`src/rtl/dispatch_arbiter.sv`:
```
// dispatch_arbiter
//   Two-slot in-order dispatch into three reservation stations (simple ALU,
//   complex, FP) using per-station credit counters, with fence draining.
//
//   Optional feature macro: DISPATCH_DUAL_ISSUE_EN
//     defined   : slot B may dispatch alongside slot A
//     undefined : slot B is never accepted (ready_B, disp_v_B, disp_dst_B = 0)
//
//   Ports
//     clk, rst_n               clock, async active-low reset
//     valid_A/B, dctl_A/B      decode slots (B younger); dctl 11 simple|complex,
//     fence_A/B                01 complex, 10 FP, 00 none
//     rob_empty, flush         pipeline state
//     rel_simple/complex/fp    entries freed this cycle (0..2)
//     ready_A/B                combinational slot accept
//     disp_v_A/B, disp_dst_A/B registered dispatch strobe / target (01 S, 10 C, 11 FP)
//     stall                    registered, high while draining for a fence
module dispatch_arbiter #(
  parameter int SIMPLE_DEPTH  = 4,
  parameter int COMPLEX_DEPTH = 4,
  parameter int FP_DEPTH      = 4
) (
  input  logic       clk,
  input  logic       rst_n,
  input  logic       valid_A,
  input  logic       valid_B,
  input  logic [1:0] dctl_A,
  input  logic [1:0] dctl_B,
  input  logic       fence_A,
  input  logic       fence_B,
  input  logic       rob_empty,
  input  logic       flush,
  input  logic [1:0] rel_simple,
  input  logic [1:0] rel_complex,
  input  logic [1:0] rel_fp,
  output logic       ready_A,
  output logic       ready_B,
  output logic       disp_v_A,
  output logic       disp_v_B,
  output logic [1:0] disp_dst_A,
  output logic [1:0] disp_dst_B,
  output logic       stall
);

  localparam logic [3:0] LP_DS = 4'(SIMPLE_DEPTH);
  localparam logic [3:0] LP_DC = 4'(COMPLEX_DEPTH);
  localparam logic [3:0] LP_DF = 4'(FP_DEPTH);

  localparam logic [1:0] DST_S = 2'b01;
  localparam logic [1:0] DST_C = 2'b10;
  localparam logic [1:0] DST_F = 2'b11;

  typedef enum logic [1:0] {IDLE, DRAIN, FENCE_GO} state_t;

  state_t     r_state, w_state_nxt;
  logic [2:0] r_cred_s, r_cred_c, r_cred_f;
  logic       r_disp_v_A, r_disp_v_B, r_stall;
  logic [1:0] r_dst_A, r_dst_B;

  logic       w_ready_A, w_ready_B;
  logic [1:0] w_dst_A, w_dst_B;
  logic [2:0] w_rem_s, w_rem_c, w_rem_f;
  logic [1:0] w_gnt_s, w_gnt_c, w_gnt_f;

  // Station choice for one slot given the credits visible to it; 00 = none.
  function automatic logic [1:0] f_pick(input logic [1:0] dctl,
                                        input logic [2:0] s, c, f);
    logic [1:0] d;
    d = 2'b00;
    case (dctl)
      2'b11:   d = (s != 3'd0) ? DST_S : ((c != 3'd0) ? DST_C : 2'b00);
      2'b01:   d = (c != 3'd0) ? DST_C : 2'b00;
      2'b10:   d = (f != 3'd0) ? DST_F : 2'b00;
      default: d = 2'b00;
    endcase
    return d;
  endfunction

  // Grants never exceed current credit, so the 4-bit sum cannot underflow;
  // only the upper bound needs clamping.
  function automatic logic [2:0] f_cred(input logic [2:0] cred,
                                        input logic [1:0] gnt, rel,
                                        input logic [3:0] depth);
    logic [3:0] t;
    t = {1'b0, cred} - {2'b00, gnt} + {2'b00, rel};
    return (t > depth) ? depth[2:0] : t[2:0];
  endfunction

  always_comb begin
    w_state_nxt = r_state;
    w_ready_A   = 1'b0;
    w_ready_B   = 1'b0;
    w_dst_A     = 2'b00;
    w_dst_B     = 2'b00;
    w_rem_s     = r_cred_s;
    w_rem_c     = r_cred_c;
    w_rem_f     = r_cred_f;
    if (!flush) begin
      case (r_state)
        IDLE: begin
          if (valid_A) begin
            if (fence_A) begin
              w_state_nxt = DRAIN;
            end else begin
              w_dst_A   = f_pick(dctl_A, r_cred_s, r_cred_c, r_cred_f);
              w_ready_A = (dctl_A == 2'b00) || (w_dst_A != 2'b00);
            end
          end
        end
        DRAIN: begin
          if (rob_empty && !r_disp_v_A && !r_disp_v_B) w_state_nxt = FENCE_GO;
        end
        FENCE_GO: begin
          // Fence retires from slot A without occupying a station.
          w_ready_A   = valid_A;
          w_state_nxt = IDLE;
        end
        default: w_state_nxt = IDLE;
      endcase
`ifdef DISPATCH_DUAL_ISSUE_EN
      // B sees the credits A left behind, so a shared target needs two.
      if (r_state == IDLE && w_ready_A && valid_B && !fence_B) begin
        w_rem_s   = r_cred_s - 3'(w_dst_A == DST_S);
        w_rem_c   = r_cred_c - 3'(w_dst_A == DST_C);
        w_rem_f   = r_cred_f - 3'(w_dst_A == DST_F);
        w_dst_B   = f_pick(dctl_B, w_rem_s, w_rem_c, w_rem_f);
        w_ready_B = (dctl_B == 2'b00) || (w_dst_B != 2'b00);
      end
`endif
    end
  end

`ifndef DISPATCH_DUAL_ISSUE_EN
  logic w_unused;
  assign w_unused = ^{valid_B, dctl_B, fence_B, w_rem_s, w_rem_c, w_rem_f};
`endif

  assign w_gnt_s = 2'(w_ready_A && w_dst_A == DST_S) + 2'(w_ready_B && w_dst_B == DST_S);
  assign w_gnt_c = 2'(w_ready_A && w_dst_A == DST_C) + 2'(w_ready_B && w_dst_B == DST_C);
  assign w_gnt_f = 2'(w_ready_A && w_dst_A == DST_F) + 2'(w_ready_B && w_dst_B == DST_F);

  always_ff @(posedge clk or negedge rst_n) begin
    if (!rst_n) begin
      r_state    <= IDLE;
      r_cred_s   <= LP_DS[2:0];
      r_cred_c   <= LP_DC[2:0];
      r_cred_f   <= LP_DF[2:0];
      r_disp_v_A <= 1'b0;
      r_disp_v_B <= 1'b0;
      r_dst_A    <= 2'b00;
      r_dst_B    <= 2'b00;
      r_stall    <= 1'b0;
    end else if (flush) begin
      r_state    <= IDLE;
      r_cred_s   <= LP_DS[2:0];
      r_cred_c   <= LP_DC[2:0];
      r_cred_f   <= LP_DF[2:0];
      r_disp_v_A <= 1'b0;
      r_disp_v_B <= 1'b0;
      r_dst_A    <= 2'b00;
      r_dst_B    <= 2'b00;
      r_stall    <= 1'b0;
    end else begin
      r_state    <= w_state_nxt;
      r_cred_s   <= f_cred(r_cred_s, w_gnt_s, rel_simple,  LP_DS);
      r_cred_c   <= f_cred(r_cred_c, w_gnt_c, rel_complex, LP_DC);
      r_cred_f   <= f_cred(r_cred_f, w_gnt_f, rel_fp,      LP_DF);
      r_disp_v_A <= w_ready_A && (w_dst_A != 2'b00);
      r_disp_v_B <= w_ready_B && (w_dst_B != 2'b00);
      r_dst_A    <= w_ready_A ? w_dst_A : 2'b00;
      r_dst_B    <= w_ready_B ? w_dst_B : 2'b00;
      r_stall    <= (w_state_nxt == DRAIN);
    end
  end

  assign ready_A    = w_ready_A;
  assign ready_B    = w_ready_B;
  assign disp_v_A   = r_disp_v_A;
  assign disp_v_B   = r_disp_v_B;
  assign disp_dst_A = r_dst_A;
  assign disp_dst_B = r_dst_B;
  assign stall      = r_stall;

endmodule

```
`config.mk`:
```
export PLATFORM = sky130hd
export DESIGN_NAME = dispatch_arbiter
export DESIGN_NICKNAME = d
export VERILOG_FILES = /design/src/rtl/dispatch_arbiter.sv
export SDC_FILE = /design/constraint.sdc
export NUM_CORES = 1
export LEC_CHECK = 0
export ABC_AREA = 1
export CAP_MARGIN = 10
export CORE_MARGIN = 3
export CORE_UTILIZATION = 47
export DETAILED_ROUTE_END_ITERATION = 10
export PLACE_DENSITY = 0.75
export REMOVE_ABC_BUFFERS = 1
export SLEW_MARGIN = 20
export SYNTH_ARGS = -nofsm -noshare
export SYNTH_HDL_FRONTEND = slang
export SYNTH_SLANG_ARGS = --single-unit
export TNS_END_PERCENT = 50
```
`constraint.sdc`:
```
create_clock -name clk -period 4.2 [get_ports clk]
set_input_delay 0.84 -clock clk [delete_from_list [all_inputs] [get_ports clk]]
set_output_delay 0.84 -clock clk [all_outputs]
set_load 0.03 [all_outputs]
```
==> reports/results.tsv, run 1 <==
stage	metric	value	unit
run_status	status	completed	
die	die height	56.97	um
critical_path	critical path type	in2out	
worst_hold_path	hold path depth	1	
pwr	Combinational Power Share	0.593	
critical_path	R2R Setup Slk	1530	ps
global_routing	Total GRT Usage	0.1351	
detailed_routing	DRC	0	
sta	fmax	286.9	MHz
pwr	Internal	0.0003901	W
sta	Tightest Pin Transition	667.0	ps
global_routing	first-pass GRT wire length	3.498	mm
final_layout	diodes inserted	0	
sta	max_slew headroom	0.5540	
clocking	CTS Buf Count	3	
placed_design	Buffers on Ports	18	
logic_synthesis	Yosys cell types	23	
detailed_routing	via count	938	
clocking	CTS Hold Bufs	0	
placed_design	hpwl dp	1.722	mm
clocking	clk buf depth	2	
critical_path	Top delay family on crit path	buffers and inverters	
clocking	Setup Fix Bufs, Post-CTS	0	
sta	final-report hold violation count	0	
critical_path	Critical Path RT	3360	ps
detailed_routing	DRT antenna net count	0	
worst_hold_path	Hold WC Path Type	reg2reg	
pwr	register share of total power	0.288	
critical_path	Levels on crit path	10	
logic_synthesis	flops & latches, synth	15	
pwr	clock share of power	0.119	
pwr	pwr/cell area	479.8	nW/um^2
sta	RSZ-0062 raised after global routing	false	
sta	worst setup slack after layout	714.3	ps
clocking	CTS H-tree lvls	1	
global_routing	vias in the first global route	909	
detailed_routing	drt wl/cell	9.794	um
final_layout	Core Util, Final	0.6176	
die	std cell rows	17	
critical_path	most frequent CP cell	nand2_1	
critical_path	crit-path max FO	4	
detailed_routing	routed wire length	1.998	mm
pwr	Psw	0.0003032	W
die	Initial Utilization	0.5219	
sta	max-slew violation count	0	
pwr	maximum VDD drop	0.0003002	V
global_routing	grt total ovfl	0	
clocking	Root Buffer	clkbuf_4	
critical_path	Worst Path Arrival	2650	ps
sta	final setup fails	0	
logic_synthesis	post-synth top area share	0.2459	
logic_synthesis	Post-synth EDFFs	0	
final_layout	share of layout cells above drive strength 1	0.1534	
sta	setup TNS	0	ps
global_routing	GRT met3 Usage	0.04751	
final_layout	nets@finish	213	
logic_synthesis	YS warnings	0	
detailed_routing	TritonRoute pass-1 iters	4	
critical_path	Buf/Inv on CP	3	
clocking	Reg clk slew, reported paths	100	ps
logic_synthesis	Post-synth ARST share	1.000	
placed_design	pre-CTS WS	615.3	ps
logic_synthesis	dominant cell type by area after synthesis	dfrtp_1	
clocking	clock insertion delay at the later pin of the skew report	290	ps
global_routing	pin count of the biggest net entering global routing	16	
global_routing	met2 Use GR	0.2349	
die	# IOs	27	
die	Die W	56.97	um
pwr	Net Sw Frac	0.4373	
critical_path	Worst Reg-to-Reg Cells	16	
detailed_routing	vias per std cell	4.598	
sta	Tcrit/Tclk final	0.8299	
critical_path	CP peak stage delay	680	ps
logic_synthesis	Netlist Area Pre-Place	1221	sq um
clocking	CTS tree	built	
pwr	Static Leak	0.7793	nW
critical_path	Startpoint Class	input port	
global_routing	met1 GRT Util	0.1645	
run	MaxCap Viol Count	0	
critical_path	critical path's slowest cell	clkdlybuf4s50_1	
final_layout	P&R area growth vs syn	18.34	%
sta	crit path time final	3486	ps
logic_synthesis	syn_area_per_cell	7.879	sq um
logic_synthesis	synth top area cells	dfrtp_1, ha_1, inv_1	
global_routing	initial antenna violation count	0	
detailed_routing	DR iter-0 viols	21	
critical_path	Crit. End Element	primary output	
logic_synthesis	Synth Instances	155	
placed_design	GPL Wtd Cong	0.7530	
die	core area	2340	sq um
sta	Worst Skew	11.41	ps
die	die outline area	3246	sq um
logic_synthesis	Post-synth top flop	dfrtp_1	
clocking	clock sink count	15	
logic_synthesis	sequential-to-total area share from yosys stat	0.3105	
clocking	cts repair resizes	0	
global_routing	GR peak layer	met2	
critical_path	Critical Path, Cell by Cell	clkdlybuf4s50_1 -> nand2_1 -> inv_2 -> nand2_2 -> nor2_4 -> nor2_4 -> nand2_1 -> nand2_1 -> a21oi_2 -> clkdlybuf4s50_1	
logic make-up after synthesis:
kind of cell	count (synthesis)	synth area share
xor gates and xnor gates	3	0.02152
and+or+nand+nor	61	0.2541
AOI/OAI and AO/OA	9	0.04816
other	1	0.003071
buffers and inverters	48	0.1598
DFF	15	0.3105
adders and majority gates	18	0.2029
per-stage QoR:
step           hold slack (ps)  cells  instance area (sq um)  total power (W)
2_1_floorplan            473.2    154                   1202        0.0005247
3_3_place_gp             491.2    200                   1418        0.0005943
3_5_place_dp             502.3    200                   1418        0.0006148
4_1_cts                  519.6    204                   1445        0.0007027
5_1_grt                  542.7    204                   1445        0.0007809
6_report                 525.0    204                   1445        0.0006934
cell usage after synthesis, types with 4 or more instances:
| library cell | instances |
|---|---|
| ha_1 | 15 |
| dfrtp_1 | 12 |
| nor2_4 | 4 |
| nand2_2 | 4 |
| inv_2 | 5 |
| a21oi_1 | 6 |
| inv_1 | 39 |
| nor2_1 | 18 |
| buf_4 | 4 |
| nand2_1 | 21 |
placed cells by master, fill, tap and decap left out:
cell type        instances
clkdlybuf4s50_1         18
dfstp_2                  3
nand4_1                  3
nor2_4                   4
nand2_2                  4
ha_1                    15
nor2_1                  18
nor3_1                   1
nand3_4                  1
nor2_2                   2
nand2_1                 21
clkbuf_4                 3
a21oi_1                  6
a32o_1                   2
inv_2                    5
a21oi_2                  1
nor4_1                   1
or2_2                    3
fa_1                     3
xnor2_1                  3
dfrtp_1                 12
clkinv_2                 1
conb_1                   4
nand3_1                  3
inv_1                   39
registers in the layout (all words and copies together) (netlist names):
name        cells
r_state         2
r_cred_c        3
r_cred_s        3
r_cred_f        3
disp_dst_A      2
disp_v_A        1
stall           1
per-layer routing:
metal / up-vias / share of wire / routed length (um)
met3: 2 / 0.056 / 112
li1: 499 / - / -
met1: 417 / 0.46 / 912
met2: 20 / 0.48 / 964
met5: - / 0 / 0
met4: 0 / 0.0045 / 9
final timing paths:
path	startpoint	endpoint
setup / recovery	dctl_A[0]	ready_A
hold / removal	r_state[1]	r_state[1]
setup reg to reg	r_cred_c[2]	r_cred_s[0]
hold reg to reg	r_state[1]	r_state[1]
max in group asynchronous	rst_n	stall
min in group asynchronous	rst_n	r_state[1]
area by class of cell:
| cell class | count | area (sq um) |
|---|---|---|
| fill | 215 | 894.6 |
| multi-input combinational | 95 | 658.1 |
| tap | 28 | 35.03 |
| sequential | 15 | 379.1 |
| inverter | 44 | 165.2 |
| timing repair buffer | 18 | 180.2 |
| clock inverter | 1 | 5.005 |
| clock buffer | 3 | 22.52 |
power by group through the flow:
| stage | logic, W | registers [W] | clock network, W |
|---|---|---|---|
| 6_report | 0.000411 | 0.000199 | 0.0000825 |
| 5_1_grt | 0.000483 | 0.000204 | 0.0000938 |
| 4_1_cts | 0.000415 | 0.000200 | 0.0000883 |
| 3_5_place_dp | 0.000412 | 0.000202 | 0 |
| 3_3_place_gp | 0.000392 | 0.000202 | 0 |
| 2_1_floorplan | 0.000321 | 0.000204 | 0 |
(Power assumes the default switching activity.)
==> run 2: changes to the inputs <==
CORE_UTILIZATION = 45   (was 47)
clock period = 3.15 ns   (was 4.2 ns; I/O delays follow)
==> run 2 against run 1 <==
  * Clock skew fell by 10 ps
  * Highest routed layer unchanged
  * Hold slack better by 3.7 ps
  * First-iteration DRC count down 48%
  * Critical endpoint is now r_cred_c[0]
==> reports/results.tsv, run 2 (synthesis results as in run 1) <==
stage	metric	value	unit	change
run_status	status	completed		
placed_design	GPL Wtd Cong	0.7973		+5.9%
sta	worst setup slack after layout	185.0	ps	-529.3 ps
detailed_routing	routed wire length	2.168	mm	+8.5%
clocking	clock insertion delay at the later pin of the skew report	280	ps	about the same
critical_path	Crit. End Element	register		
worst_hold_path	HP Start	r_state[1]		
sta	RSZ-0062 raised after global routing	false		
detailed_routing	drt wl/cell	10.27	um	+4.9%
detailed_routing	TritonRoute pass-1 iters	4		unchanged
pwr	maximum VDD drop	0.0004598	V	+53%
final_layout	fin area	1504	sq um	+4.1%
pwr	pwr/cell area	663.3	nW/um^2	+38%
final_layout	nets@finish	218		+2.3%
critical_path	crit-path max FO	4		unchanged
final_layout	share of layout cells above drive strength 1	0.1878		+0.03444
critical_path	Critical Path, Cell by Cell	clkdlybuf4s50_1 -> nor2_1 -> nand2_1 -> nand2_2 -> nor2_4 -> nor2_4 -> inv_2 -> nor2_2 -> ha_1 -> inv_1 -> ha_1 -> fa_1 -> xnor2_2 -> a21oi_1 -> nor2_1 -> nand3_1 -> nor2_1		
pwr	Static Leak	0.8281	nW	+6.3%
sta	max_slew headroom	0.5655		+0.01151
final_layout	P&R area growth vs syn	23.16	%	
detailed_routing	DRC	0		unchanged
sta	max-slew violation count	0		unchanged
clocking	clk buf depth	2		unchanged
critical_path	most frequent CP cell	nor2_1		
final_layout	commonest non-fill, non-tap cells in the layout	inv_1, nand2_1, nor2_1, clkdlybuf4s50_1, ha_1		
critical_path	reg-to-reg endpoint	r_cred_c[0]		
global_routing	met1 GRT Util	0.1699		+0.005377
critical_path	CP peak stage delay	530	ps	-150 ps
pwr	Net Sw Frac	0.4185		-0.01888
global_routing	initial antenna violation count	0		unchanged
detailed_routing	via count	982		+4.7%
clocking	Root Buffer	clkbuf_4		
global_routing	grt total ovfl	0		unchanged
die	std cell rows	18		+1
run	MaxCap Viol Count	0		unchanged
clocking	CTS Buf Count	3		unchanged
placed_design	Area after DPL	1458	sq um	+2.8%
worst_hold_path	hold path depth	1		unchanged
critical_path	R2R Setup Slk	560	ps	-970 ps
detailed_routing	vias per std cell	4.654		+1.2%
placed_design	hpwl dp	1.827	mm	+6.1%
pwr	Internal	0.0005801	W	+49%
clocking	CTS H-tree lvls	1		unchanged
pwr	Psw	0.0004174	W	+38%
critical_path	critical path's slowest cell	clkdlybuf4s50_1		
sta	crit path time final	2965	ps	
placed_design	Buffers on Ports	18		unchanged
critical_path	Critical Path RT	3370	ps	about the same
pwr	Combinational Power Share	0.622		+0.029
sta	Fin Hold WS	528.7	ps	+3.743 ps
pwr	register share of total power	0.268		-0.020
final_layout	biggest regs	r_cred_c x3, r_cred_f x3, r_cred_s x3		
worst_hold_path	Hold WC Path Type	reg2reg		
clocking	CTS tree	built		
die	die height	58.10	um	+2.0%
global_routing	met2 Use GR	0.2677		+0.03283
global_routing	Total GRT Usage	0.1496		+0.01457
placed_design	pre-CTS WS	-158.0	ps	-773.3 ps
final_layout	Core Util, Final	0.5962		-0.02142
final_layout	diodes inserted	0		unchanged
critical_path	reg2reg start	r_cred_s[2]		
clocking	Reg clk slew, reported paths	80	ps	-20 ps
global_routing	vias in the first global route	964		+6.1%
sta	fmax	337.3	MHz	
sta	Tcrit/Tclk final	0.9413		
global_routing	GR peak layer	met2		
critical_path	Startpoint Class	input port		
die	Die W	58.10	um	+2.0%
pwr	clock share of power	0.109		-0.010
critical_path	Worst Reg-to-Reg Cells	16		unchanged
critical_path	Buf/Inv on CP	3		unchanged
detailed_routing	DRT antenna net count	0		unchanged
global_routing	GRT met3 Usage	0.04232		-0.005195
critical_path	critical path type	in2reg		
worst_hold_path	hold path endpoint	r_state[1]		
sta	Worst Skew	1.009	ps	-10.40 ps
clocking	CTS Hold Bufs	0		unchanged
global_routing	pin count of the biggest net entering global routing	16		unchanged
die	die outline area	3375	sq um	+4.0%
pwr	Tot Pwr	0.0009976	W	+44%
critical_path	Worst Path Arrival	3180	ps	+530 ps
critical_path	Top delay family on crit path	adder cells		
global_routing	first-pass GRT wire length	3.843	mm	+9.9%
sta	final-report hold violation count	0		unchanged
sta	Tightest Pin Transition	649.7	ps	-17.21 ps
die	Initial Utilization	0.4841		-0.03780
final_layout	most common library cell in the layout ignoring fill and taps	inv_1		
sta	final setup fails	0		unchanged
detailed_routing	DR iter-0 viols	11		-48%
die	# IOs	27		unchanged
clocking	clock sink count	15		unchanged
die	core area	2522	sq um	+7.8%
-- run 2: changes by cell type in the layout (fill, tap and decap cells not counted), sizes merged --
| cell | delta |
|---|---|
| buf | +5 |
| clkbuf | +1 |
| clkdlybuf4s50 | -1 |
| clkinv | -1 |
| dlymetal6s2s | +1 |
-- run 2: timing repair --
action	4_1_cts	5_1_grt
endpoints found under the setup margin	0	5
hold endpoints to repair	0	0
setup buffers	0	0
gates resized for setup	0	4
-- run 2: worst reg2reg max path: stages (launching register included) --
cell	delay [ps]
dfstp_2	520
inv_1	70
nand2_2	100
nand2_1	50
nand2_1	90
nand2_2	90
inv_2	70
nor2_2	30
ha_1	250
inv_1	40
ha_1	190
fa_1	410
xnor2_2	210
a21oi_1	60
nor2_1	130
nand3_1	110
nor2_1	100
-- run 2: cell type report --
class	count	area, sq um
tap	30	37.54
multi-input combinational	95	675.6
sequential	15	379.1
clock buffer	4	26.28
fill	233	1018
inverter	44	165.2
timing repair buffer	23	220.2
-- run 2: power groups by stage --
stage	clock network [W]	registers [W]	logic (W)
5_1_grt	0.000120	0.000275	0.000717
6_report	0.000109	0.000268	0.000621
2_1_floorplan	0	0.000271	0.000428
4_1_cts	0.000114	0.000268	0.000597
3_5_place_dp	0	0.000272	0.000591
3_3_place_gp	0	0.000269	0.000563
-- run 2: routing by layer --
layer / up-vias / part of all wire
li1: 512 / -
met1: 449 / 0.41
met2: 17 / 0.53
met3: 4 / 0.046
met4: 0 / 0.0088
met5: - / 0
-- run 2: stage by stage --
step | setup TNS (ps) | cells
global route | 0 | 211
finish | 0 | 211
floorplan | 0 | 154
CTS | 0 | 211
detailed placement | -758.0 | 207
global placement | -267.2 | 207
-- run 2: how the worst max path moves through the flow --
stage              start          end  slack [ps]  cells past startpoint
2_1_floorplan  dctl_A[0]  r_cred_s[0]         610                     16
3_3_place_gp   dctl_A[0]  r_cred_s[1]         -80                     17
3_5_place_dp   dctl_A[0]  r_cred_s[0]        -160                     17
4_1_cts        dctl_A[1]      ready_A          50                     10
5_1_grt        dctl_A[1]  r_cred_c[0]          20                     17
6_report       dctl_A[0]  r_cred_c[0]         190                     17
